## config.mk

```make
export PLATFORM = sky130hd
export DESIGN_NAME = apple2_ps2_keyboard_flat
export DESIGN_NICKNAME = d
export VERILOG_FILES = /design/src/rtl/apple2_ps2_keyboard_if.sv /design/src/rtl/apple2_ps2_keyboard.sv /design/src/flat_wrapper.sv
export SDC_FILE = /design/constraint.sdc
export NUM_CORES = 1
export LEC_CHECK = 0
export ABC_AREA = 1
export CORE_AREA = 2 2 85 87
export CTS_CLUSTER_DIAMETER = 200
export DETAILED_ROUTE_END_ITERATION = 8
export DIE_AREA = 0 0 87 89
export PLACE_DENSITY_LB_ADDON = 0.12
export SETUP_SLACK_MARGIN = 0.1
export SLEW_MARGIN = 20
export SYNTH_ARGS = -nofsm -noshare
export SYNTH_HDL_FRONTEND = slang
export SYNTH_SLANG_ARGS = --single-unit
```

## constraint.sdc

```tcl
create_clock -name clk -period 5 [get_ports clk]
set_input_delay 1 -clock clk [delete_from_list [all_inputs] [get_ports clk]]
set_output_delay 1 -clock clk [all_outputs]
set_load 0.1 [all_outputs]
```

## src/rtl/apple2_ps2_keyboard_if.sv

```systemverilog
// CPU-side bus for the Apple II keyboard latch: address/access from the CPU,
// kb_data back into the read mux for $C000-$C01F.
interface apple2_ps2_keyboard_if;
   logic [15:0] addr;
   logic        access;
   logic [7:0]  kb_data;

   modport master (output addr, output access, input kb_data);
   modport slave  (input addr, input access, output kb_data);
endinterface

```

## src/rtl/apple2_ps2_keyboard.sv

```systemverilog
// PS/2 set-2 keyboard front end feeding the Apple II $C000/$C010 keyboard latch.
// Optional 4-deep typeahead between translator and latch: define TYPEAHEAD_FIFO_EN.
module apple2_ps2_keyboard #(
   parameter int unsigned FILT_CYCLES    = 8,
   parameter int unsigned TIMEOUT_CYCLES = 50000
) (
   input  logic                        clk,
   input  logic                        rst,
   input  logic                        ps2_clk,
   input  logic                        ps2_data,
   apple2_ps2_keyboard_if.slave        bus,
   output logic                        key_strobe,
   output logic                        frame_err
);

   localparam int unsigned FW = (FILT_CYCLES > 1) ? $clog2(FILT_CYCLES) : 1;
   localparam int unsigned TW = $clog2(TIMEOUT_CYCLES + 1);

   typedef enum logic [1:0] {RX_IDLE, RX_DATA, RX_PARITY, RX_STOP} rx_state_e;

   logic [1:0]    clk_sync_q, clk_sync_d, dat_sync_q, dat_sync_d;
   logic          clk_filt_q, clk_filt_d;
   logic [FW-1:0] filt_cnt_q, filt_cnt_d;
   logic          fall, rx_bit, rx_err;

   rx_state_e     rx_state_q, rx_state_d;
   logic [7:0]    shreg_q, shreg_d;
   logic [2:0]    bit_cnt_q, bit_cnt_d;
   logic          par_ok_q, par_ok_d;
   logic [TW-1:0] tmo_q, tmo_d;
   logic          byte_valid_q, byte_valid_d;
   logic [7:0]    rx_byte_q, rx_byte_d;

   logic          brk_q, brk_d, ext_q, ext_d, shift_q, shift_d, ctrl_q, ctrl_d;
   logic [2:0]    ign_q, ign_d;
   logic          key_valid;
   logic [6:0]    key_code;

   logic [6:0]    key_q, key_d;
   logic          strobe_q, strobe_d;
   logic          frame_err_q, frame_err_d;
   logic          clear, drop;
   logic          unused_addr_lo;

   assign unused_addr_lo = ^bus.addr[3:0];

   // {hit, ascii[6:0]} for a make code; letters are always uppercase
   function automatic logic [7:0] xlate(input logic [7:0] code, input logic ext,
                                        input logic shift, input logic ctrl);
      logic       hit;
      logic [6:0] ch;
      hit = 1'b1;
      ch  = '0;
      if (ext) begin
         case (code)
            8'h6B:   ch = 7'h08;
            8'h74:   ch = 7'h15;
            default: hit = 1'b0;
         endcase
      end else begin
         case (code)
            8'h1C: ch = 7'h41;  8'h32: ch = 7'h42;  8'h21: ch = 7'h43;  8'h23: ch = 7'h44;
            8'h24: ch = 7'h45;  8'h2B: ch = 7'h46;  8'h34: ch = 7'h47;  8'h33: ch = 7'h48;
            8'h43: ch = 7'h49;  8'h3B: ch = 7'h4A;  8'h42: ch = 7'h4B;  8'h4B: ch = 7'h4C;
            8'h3A: ch = 7'h4D;  8'h31: ch = 7'h4E;  8'h44: ch = 7'h4F;  8'h4D: ch = 7'h50;
            8'h15: ch = 7'h51;  8'h2D: ch = 7'h52;  8'h1B: ch = 7'h53;  8'h2C: ch = 7'h54;
            8'h3C: ch = 7'h55;  8'h2A: ch = 7'h56;  8'h1D: ch = 7'h57;  8'h22: ch = 7'h58;
            8'h35: ch = 7'h59;  8'h1A: ch = 7'h5A;
            8'h45: ch = shift ? 7'h29 : 7'h30;
            8'h16: ch = shift ? 7'h21 : 7'h31;
            8'h1E: ch = shift ? 7'h40 : 7'h32;
            8'h26: ch = shift ? 7'h23 : 7'h33;
            8'h25: ch = shift ? 7'h24 : 7'h34;
            8'h2E: ch = shift ? 7'h25 : 7'h35;
            8'h36: ch = shift ? 7'h5E : 7'h36;
            8'h3D: ch = shift ? 7'h26 : 7'h37;
            8'h3E: ch = shift ? 7'h2A : 7'h38;
            8'h46: ch = shift ? 7'h28 : 7'h39;
            8'h41: ch = shift ? 7'h3C : 7'h2C;
            8'h49: ch = shift ? 7'h3E : 7'h2E;
            8'h4A: ch = shift ? 7'h3F : 7'h2F;
            8'h4C: ch = shift ? 7'h3A : 7'h3B;
            8'h52: ch = shift ? 7'h22 : 7'h27;
            8'h4E: ch = shift ? 7'h5F : 7'h2D;
            8'h55: ch = shift ? 7'h2B : 7'h3D;
            8'h29: ch = 7'h20;
            8'h5A: ch = 7'h0D;
            8'h66: ch = 7'h08;
            8'h76: ch = 7'h1B;
            default: hit = 1'b0;
         endcase
         if (ctrl && ch >= 7'h41 && ch <= 7'h5A) ch = ch - 7'h40;
      end
      return {hit, ch};
   endfunction

   // Input conditioning: filtered clock flips only after FILT_CYCLES differing samples
   always_comb begin
      clk_sync_d = {clk_sync_q[0], ps2_clk};
      dat_sync_d = {dat_sync_q[0], ps2_data};
      clk_filt_d = clk_filt_q;
      filt_cnt_d = '0;
      fall       = 1'b0;
      if (clk_sync_q[1] != clk_filt_q) begin
         if (filt_cnt_q == FW'(FILT_CYCLES - 1)) begin
            clk_filt_d = clk_sync_q[1];
            fall       = clk_filt_q;
         end else begin
            filt_cnt_d = filt_cnt_q + 1'b1;
         end
      end
   end

   assign rx_bit = dat_sync_q[1];

   always_comb begin
      rx_state_d   = rx_state_q;
      shreg_d      = shreg_q;
      bit_cnt_d    = bit_cnt_q;
      par_ok_d     = par_ok_q;
      byte_valid_d = 1'b0;
      rx_byte_d    = rx_byte_q;
      rx_err       = 1'b0;
      tmo_d        = (rx_state_q == RX_IDLE || fall) ? '0 : tmo_q + 1'b1;
      if (fall) begin
         case (rx_state_q)
            RX_IDLE: begin
               if (!rx_bit) begin
                  rx_state_d = RX_DATA;
                  bit_cnt_d  = '0;
               end else begin
                  rx_err = 1'b1;
               end
            end
            RX_DATA: begin
               shreg_d   = {rx_bit, shreg_q[7:1]};
               bit_cnt_d = bit_cnt_q + 1'b1;
               if (bit_cnt_q == 3'd7) rx_state_d = RX_PARITY;
            end
            RX_PARITY: begin
               par_ok_d   = ^{shreg_q, rx_bit};
               rx_state_d = RX_STOP;
            end
            default: begin
               if (rx_bit && par_ok_q) begin
                  byte_valid_d = 1'b1;
                  rx_byte_d    = shreg_q;
               end else begin
                  rx_err = 1'b1;
               end
               rx_state_d = RX_IDLE;
            end
         endcase
      end else if (rx_state_q != RX_IDLE && tmo_q == TW'(TIMEOUT_CYCLES - 1)) begin
         rx_state_d = RX_IDLE;
         rx_err     = 1'b1;
      end
   end

   // Scan-code decoder; E1 (Pause) sequences are swallowed for the next 7 bytes
   always_comb begin
      brk_d     = brk_q;
      ext_d     = ext_q;
      shift_d   = shift_q;
      ctrl_d    = ctrl_q;
      ign_d     = ign_q;
      key_valid = 1'b0;
      key_code  = '0;
      if (byte_valid_q) begin
         if (ign_q != 3'd0) begin
            ign_d = ign_q - 1'b1;
         end else if (rx_byte_q == 8'hE1) begin
            ign_d = 3'd7;
         end else if (rx_byte_q == 8'hF0) begin
            brk_d = 1'b1;
         end else if (rx_byte_q == 8'hE0) begin
            ext_d = 1'b1;
         end else begin
            brk_d = 1'b0;
            ext_d = 1'b0;
            case (rx_byte_q)
               8'h12, 8'h59: shift_d = !brk_q;
               8'h14:        ctrl_d  = !brk_q;
               default: if (!brk_q) {key_valid, key_code} = xlate(rx_byte_q, ext_q, shift_q, ctrl_q);
            endcase
         end
      end
   end

   assign clear       = bus.access && (bus.addr[15:4] == 12'hC01);
   assign bus.kb_data = (bus.addr[15:5] == 11'h600) ? {strobe_q, key_q} : 8'h00;
   assign key_strobe  = strobe_q;
   assign frame_err   = frame_err_q;

`ifdef TYPEAHEAD_FIFO_EN
   logic [6:0] fifo_q [4];
   logic [6:0] fifo_d [4];
   logic [1:0] wr_q, wr_d, rd_q, rd_d;
   logic [2:0] cnt_q, cnt_d, pend;
   logic       push, pop;

   // An unread latched key counts against capacity: at most four keys pending in total
   always_comb begin
      fifo_d   = fifo_q;
      wr_d     = wr_q;
      rd_d     = rd_q;
      key_d    = key_q;
      strobe_d = strobe_q;
      pend     = cnt_q + {2'b00, strobe_q};
      pop      = !strobe_q && (cnt_q != 3'd0) && !clear;
      push     = key_valid && (pend < 3'd4);
      drop     = key_valid && !push;
      if (push) begin
         fifo_d[wr_q] = key_code;
         wr_d         = wr_q + 1'b1;
      end
      if (clear) strobe_d = 1'b0;
      if (pop) begin
         key_d    = fifo_q[rd_q];
         strobe_d = 1'b1;
         rd_d     = rd_q + 1'b1;
      end
      cnt_d = cnt_q + {2'b00, push} - {2'b00, pop};
   end

   always_ff @(posedge clk) begin
      if (rst) begin
         fifo_q <= '{default: '0};
         wr_q   <= '0;
         rd_q   <= '0;
         cnt_q  <= '0;
      end else begin
         fifo_q <= fifo_d;
         wr_q   <= wr_d;
         rd_q   <= rd_d;
         cnt_q  <= cnt_d;
      end
   end
`else
   always_comb begin
      key_d    = key_q;
      strobe_d = strobe_q;
      drop     = 1'b0;
      if (key_valid) begin
         key_d    = key_code;
         strobe_d = 1'b1;
      end else if (clear) begin
         strobe_d = 1'b0;
      end
   end
`endif

   assign frame_err_d = rx_err | drop;

   always_ff @(posedge clk) begin
      if (rst) begin
         clk_sync_q   <= 2'b11;
         dat_sync_q   <= 2'b11;
         clk_filt_q   <= 1'b1;
         filt_cnt_q   <= '0;
         rx_state_q   <= RX_IDLE;
         shreg_q      <= '0;
         bit_cnt_q    <= '0;
         par_ok_q     <= 1'b0;
         tmo_q        <= '0;
         byte_valid_q <= 1'b0;
         rx_byte_q    <= '0;
         brk_q        <= 1'b0;
         ext_q        <= 1'b0;
         shift_q      <= 1'b0;
         ctrl_q       <= 1'b0;
         ign_q        <= '0;
         key_q        <= '0;
         strobe_q     <= 1'b0;
         frame_err_q  <= 1'b0;
      end else begin
         clk_sync_q   <= clk_sync_d;
         dat_sync_q   <= dat_sync_d;
         clk_filt_q   <= clk_filt_d;
         filt_cnt_q   <= filt_cnt_d;
         rx_state_q   <= rx_state_d;
         shreg_q      <= shreg_d;
         bit_cnt_q    <= bit_cnt_d;
         par_ok_q     <= par_ok_d;
         tmo_q        <= tmo_d;
         byte_valid_q <= byte_valid_d;
         rx_byte_q    <= rx_byte_d;
         brk_q        <= brk_d;
         ext_q        <= ext_d;
         shift_q      <= shift_d;
         ctrl_q       <= ctrl_d;
         ign_q        <= ign_d;
         key_q        <= key_d;
         strobe_q     <= strobe_d;
         frame_err_q  <= frame_err_d;
      end
   end

endmodule
```

## src/flat_wrapper.sv

```systemverilog
// flat-port wrapper written by rule: the top's interface ports become plain ports
module apple2_ps2_keyboard_flat 
#(
   parameter int unsigned FILT_CYCLES    = 8,
   parameter int unsigned TIMEOUT_CYCLES = 50000
)
  (clk, rst, ps2_clk, ps2_data, key_strobe, frame_err, bus_addr, bus_access, bus_kb_data);
  apple2_ps2_keyboard_if bus_i ();
  input  logic clk;
  input  logic rst;
  input  logic ps2_clk;
  input  logic ps2_data;
  output logic key_strobe;
  output logic frame_err;
  input wire logic [$bits(bus_i.addr)-1:0] bus_addr;
  input wire logic [$bits(bus_i.access)-1:0] bus_access;
  output wire logic [$bits(bus_i.kb_data)-1:0] bus_kb_data;
  assign bus_i.addr = bus_addr;
  assign bus_i.access = bus_access;
  assign bus_kb_data = bus_i.kb_data;
  apple2_ps2_keyboard #(.FILT_CYCLES(FILT_CYCLES), .TIMEOUT_CYCLES(TIMEOUT_CYCLES)) u_core (.clk(clk), .rst(rst), .ps2_clk(ps2_clk), .ps2_data(ps2_data), .bus(bus_i), .key_strobe(key_strobe), .frame_err(frame_err));
endmodule
```

==> impl_results.md <==
* H-Tree Depth at 3
* Main area contributors after synthesis: dfxtp_1 31%, nand2_1 15%, nor2_1 10%, inv_1 7.2%, a21oi_1 6.2%
* Inserted Clock Buffers at 9
* CTS root buf: clkbuf_8
* CTS resizes at 0
* Slew headroom at 34.2%
* YS warnings at 0
* Yosys top cell by area: dfxtp_1
* Clock latency on the worst-skew pair at 0.34 ns
* Hold-fix buffers at CTS at 0
* Ys async rst share at 0%
* Antenna violations before repair at 0
* Setup Skew at 0.0140 ns
* Sequential cell area fraction in the yosys report at 30.8%
* Max-cap violation count at 0
* Per-cell routed wire length at 13.0 µm
* Final ANT Viol Nets at 0
* Gate Count Post-Synth at 666
* Max FO, Critical Path at 9
* Place WS at 1.51 ns
* Worst Tran Pin Value at 0.985 ns
* Avg Synthesized Cell Area at 6.15 µm²
* Cell Chain, Critical Path: clkdlybuf4s50_1 -> inv_1 -> nor4_1 -> nand3_1 -> nor2_1 -> buf_4
* Top Ports at 31
* Die area at 7740 µm²
* Pin count of the biggest net entering global routing at 26
* # port buffers at 26
* DP Wirelength at 7.38 mm
* Clock sinks at 63
* Worst vdd ir at 0.320 mV
* CP Data Required Time at 4.00 ns
* DRT Wirelength at 10.1 mm
* Gr ovfl total at 0
* Top FF cell, synth: dfxtp_1
* Core area at 6720 µm²
* #FFs+latches synth at 63
* Drc violations at 0
* Netlist cell types at 37
* P per Cell Area at 205 nW/µm²
* Period utilisation layout at 69.2%
* Die Ht at 89 µm
* Ant. Diodes at 0
* Final Util at 67.5%
* # Post-CTS Setup Buffers at 0
* DR iter-0 viols at 355
* CTS tree: yes
* Status: completed
* Via density at 5.60
* Slowest CP cell: clkdlybuf4s50_1
* Worst-path clk slew at 0.08 ns
* Row cnt at 30
* Fraction of layout cells with a size suffix above 1 at 8.79%
* Syn nets at 698
* Dominant cell by count in the synthesized netlist: nand2_1
* TNS Setup at 0 ns
* Critical Path End Type: output port
* Global-route usage over all layers at 27.3%
* Final nets at 721
* EDFF count, synth at 0
* Slack of the critical path at 1.54 ns
* Via Count at 4332
* CP top delay family: buffers and inverters
* RSZ-0062 raised after global routing: no
* Vias in the first global route at 3901
* Fin crit period at 3.46 ns
* Syn-to-layout area delta at 10.8%
* Crit Path Class: in -> out
* Router iterations before antenna repair at 5
* Final setup violation count at 0
* Initial Utilization at 60.9%
* Hold Vio Cnt, Final at 0
* Final Slew Violations at 0
* Slowest stage delay, CP at 0.45 ns
* Static leakage at 2.10 nW
* Global-route wire length before repair at 17.1 mm
* Die width at 87 µm
* Hold/Removal Path Class: reg -> reg
* Fmax at 289 MHz
* Commonest cells post-synth: 163 x nand2_1, 109 x nor2_1, 79 x inv_1
* Buf+Inv Stages, Crit Path at 3
* Routability cong. at 1.05
* Worst setup SP type: primary input
* Power Total at 928 µW
* CP arrival at 2.46 ns
* Clock tree buffer depth at 2
* Cell area after synthesis at 4090 µm²
* Yosys top cell area share at 30.8%
-- through the flow --
step                hold WS (ns)  instances  cell area, µm²
floorplan                  0.389        666            4090
global route               0.430        774            4530
CTS                        0.414        774            4530
finish                     0.413        774            4530
detailed placement         0.394        758            4360
global placement           0.393        758            4360
-- flip-flops by register name, summed over array words and instances (netlist names), 2 cells and up --
signal	flops
u_core.tmo_q	16
u_core.rx_byte_q	8
u_core.shreg_q	8
u_core.key_q	7
u_core.bit_cnt_q	3
u_core.filt_cnt_q	3
u_core.ign_q	3
u_core.clk_sync_q	2
u_core.dat_sync_q	2
u_core.rx_state_q	2
-- layout make-up --
| type | count | area (µm²) |
|---|---|---|
| Tap cell | 80 | 100 |
| Sequential cell | 63 | 1260 |
| Fill cell | 610 | 2190 |
| Clock buffer | 9 | 124 |
| Inverter | 87 | 327 |
| Multi-Input combinational cell | 502 | 2430 |
| Timing Repair Buffer | 26 | 240 |
| Clock inverter | 7 | 52.6 |
-- cell usage in the layout (no fill, tap or decap), types with 5 or more instances in the layout --
master	count
nand2_1	163
nor2_1	109
inv_1	79
dfxtp_1	63
a21oi_1	51
nand3_1	40
o21ai_0	39
clkdlybuf4s50_1	18
nand4_1	17
nor3_1	14
ha_1	11
nand2_2	10
clkbuf_8	9
inv_2	8
buf_4	8
nor2_2	7
nor4_1	5
xnor2_1	5
nor2_4	5
-- cell families after synthesis --
family	count (synthesis)	synth area share [%]
AOI/OAI and AO/OA	98	12.5
buffers and inverters	101	9.84
DFF	63	30.8
and+or+nand+nor	385	41.8
xor gates and xnor gates	8	1.71
adders and majority gates	11	3.36
-- power by group --
group / internal (mW) / switching, mW / total, mW
Clock: 0.185 / 0.216 / 0.400
Sequential: 0.503 / 0.000997 / 0.504
Combinational: 0.0141 / 0.00931 / 0.0235
Total: 0.702 / 0.226 / 0.928
-- final timing paths --
check | start | to | slack [ns] | depth (start not counted)
setup / recovery | bus_addr[14] | bus_kb_data[5] | 1.54 | 6
hold / removal | u_core.dat_sync_q[0] | u_core.dat_sync_q[1] | 0.41 | 1
setup reg to reg | u_core.filt_cnt_q[0] | u_core.rx_state_q[0] | 2.28 | 8
hold reg to reg | u_core.dat_sync_q[0] | u_core.dat_sync_q[1] | 0.41 | 1
-- metal layers --
layer / track usage [%] / routed length [µm] / up-vias
li1: - / - / 2188
met1: 34.7 / 4320 / 1970
met2: 45.6 / 4940 / 146
met3: 5.08 / 528 / 28
met4: 11.9 / 293 / 0
met5: 0 / 0 / -
(Power assumes the default switching activity.)
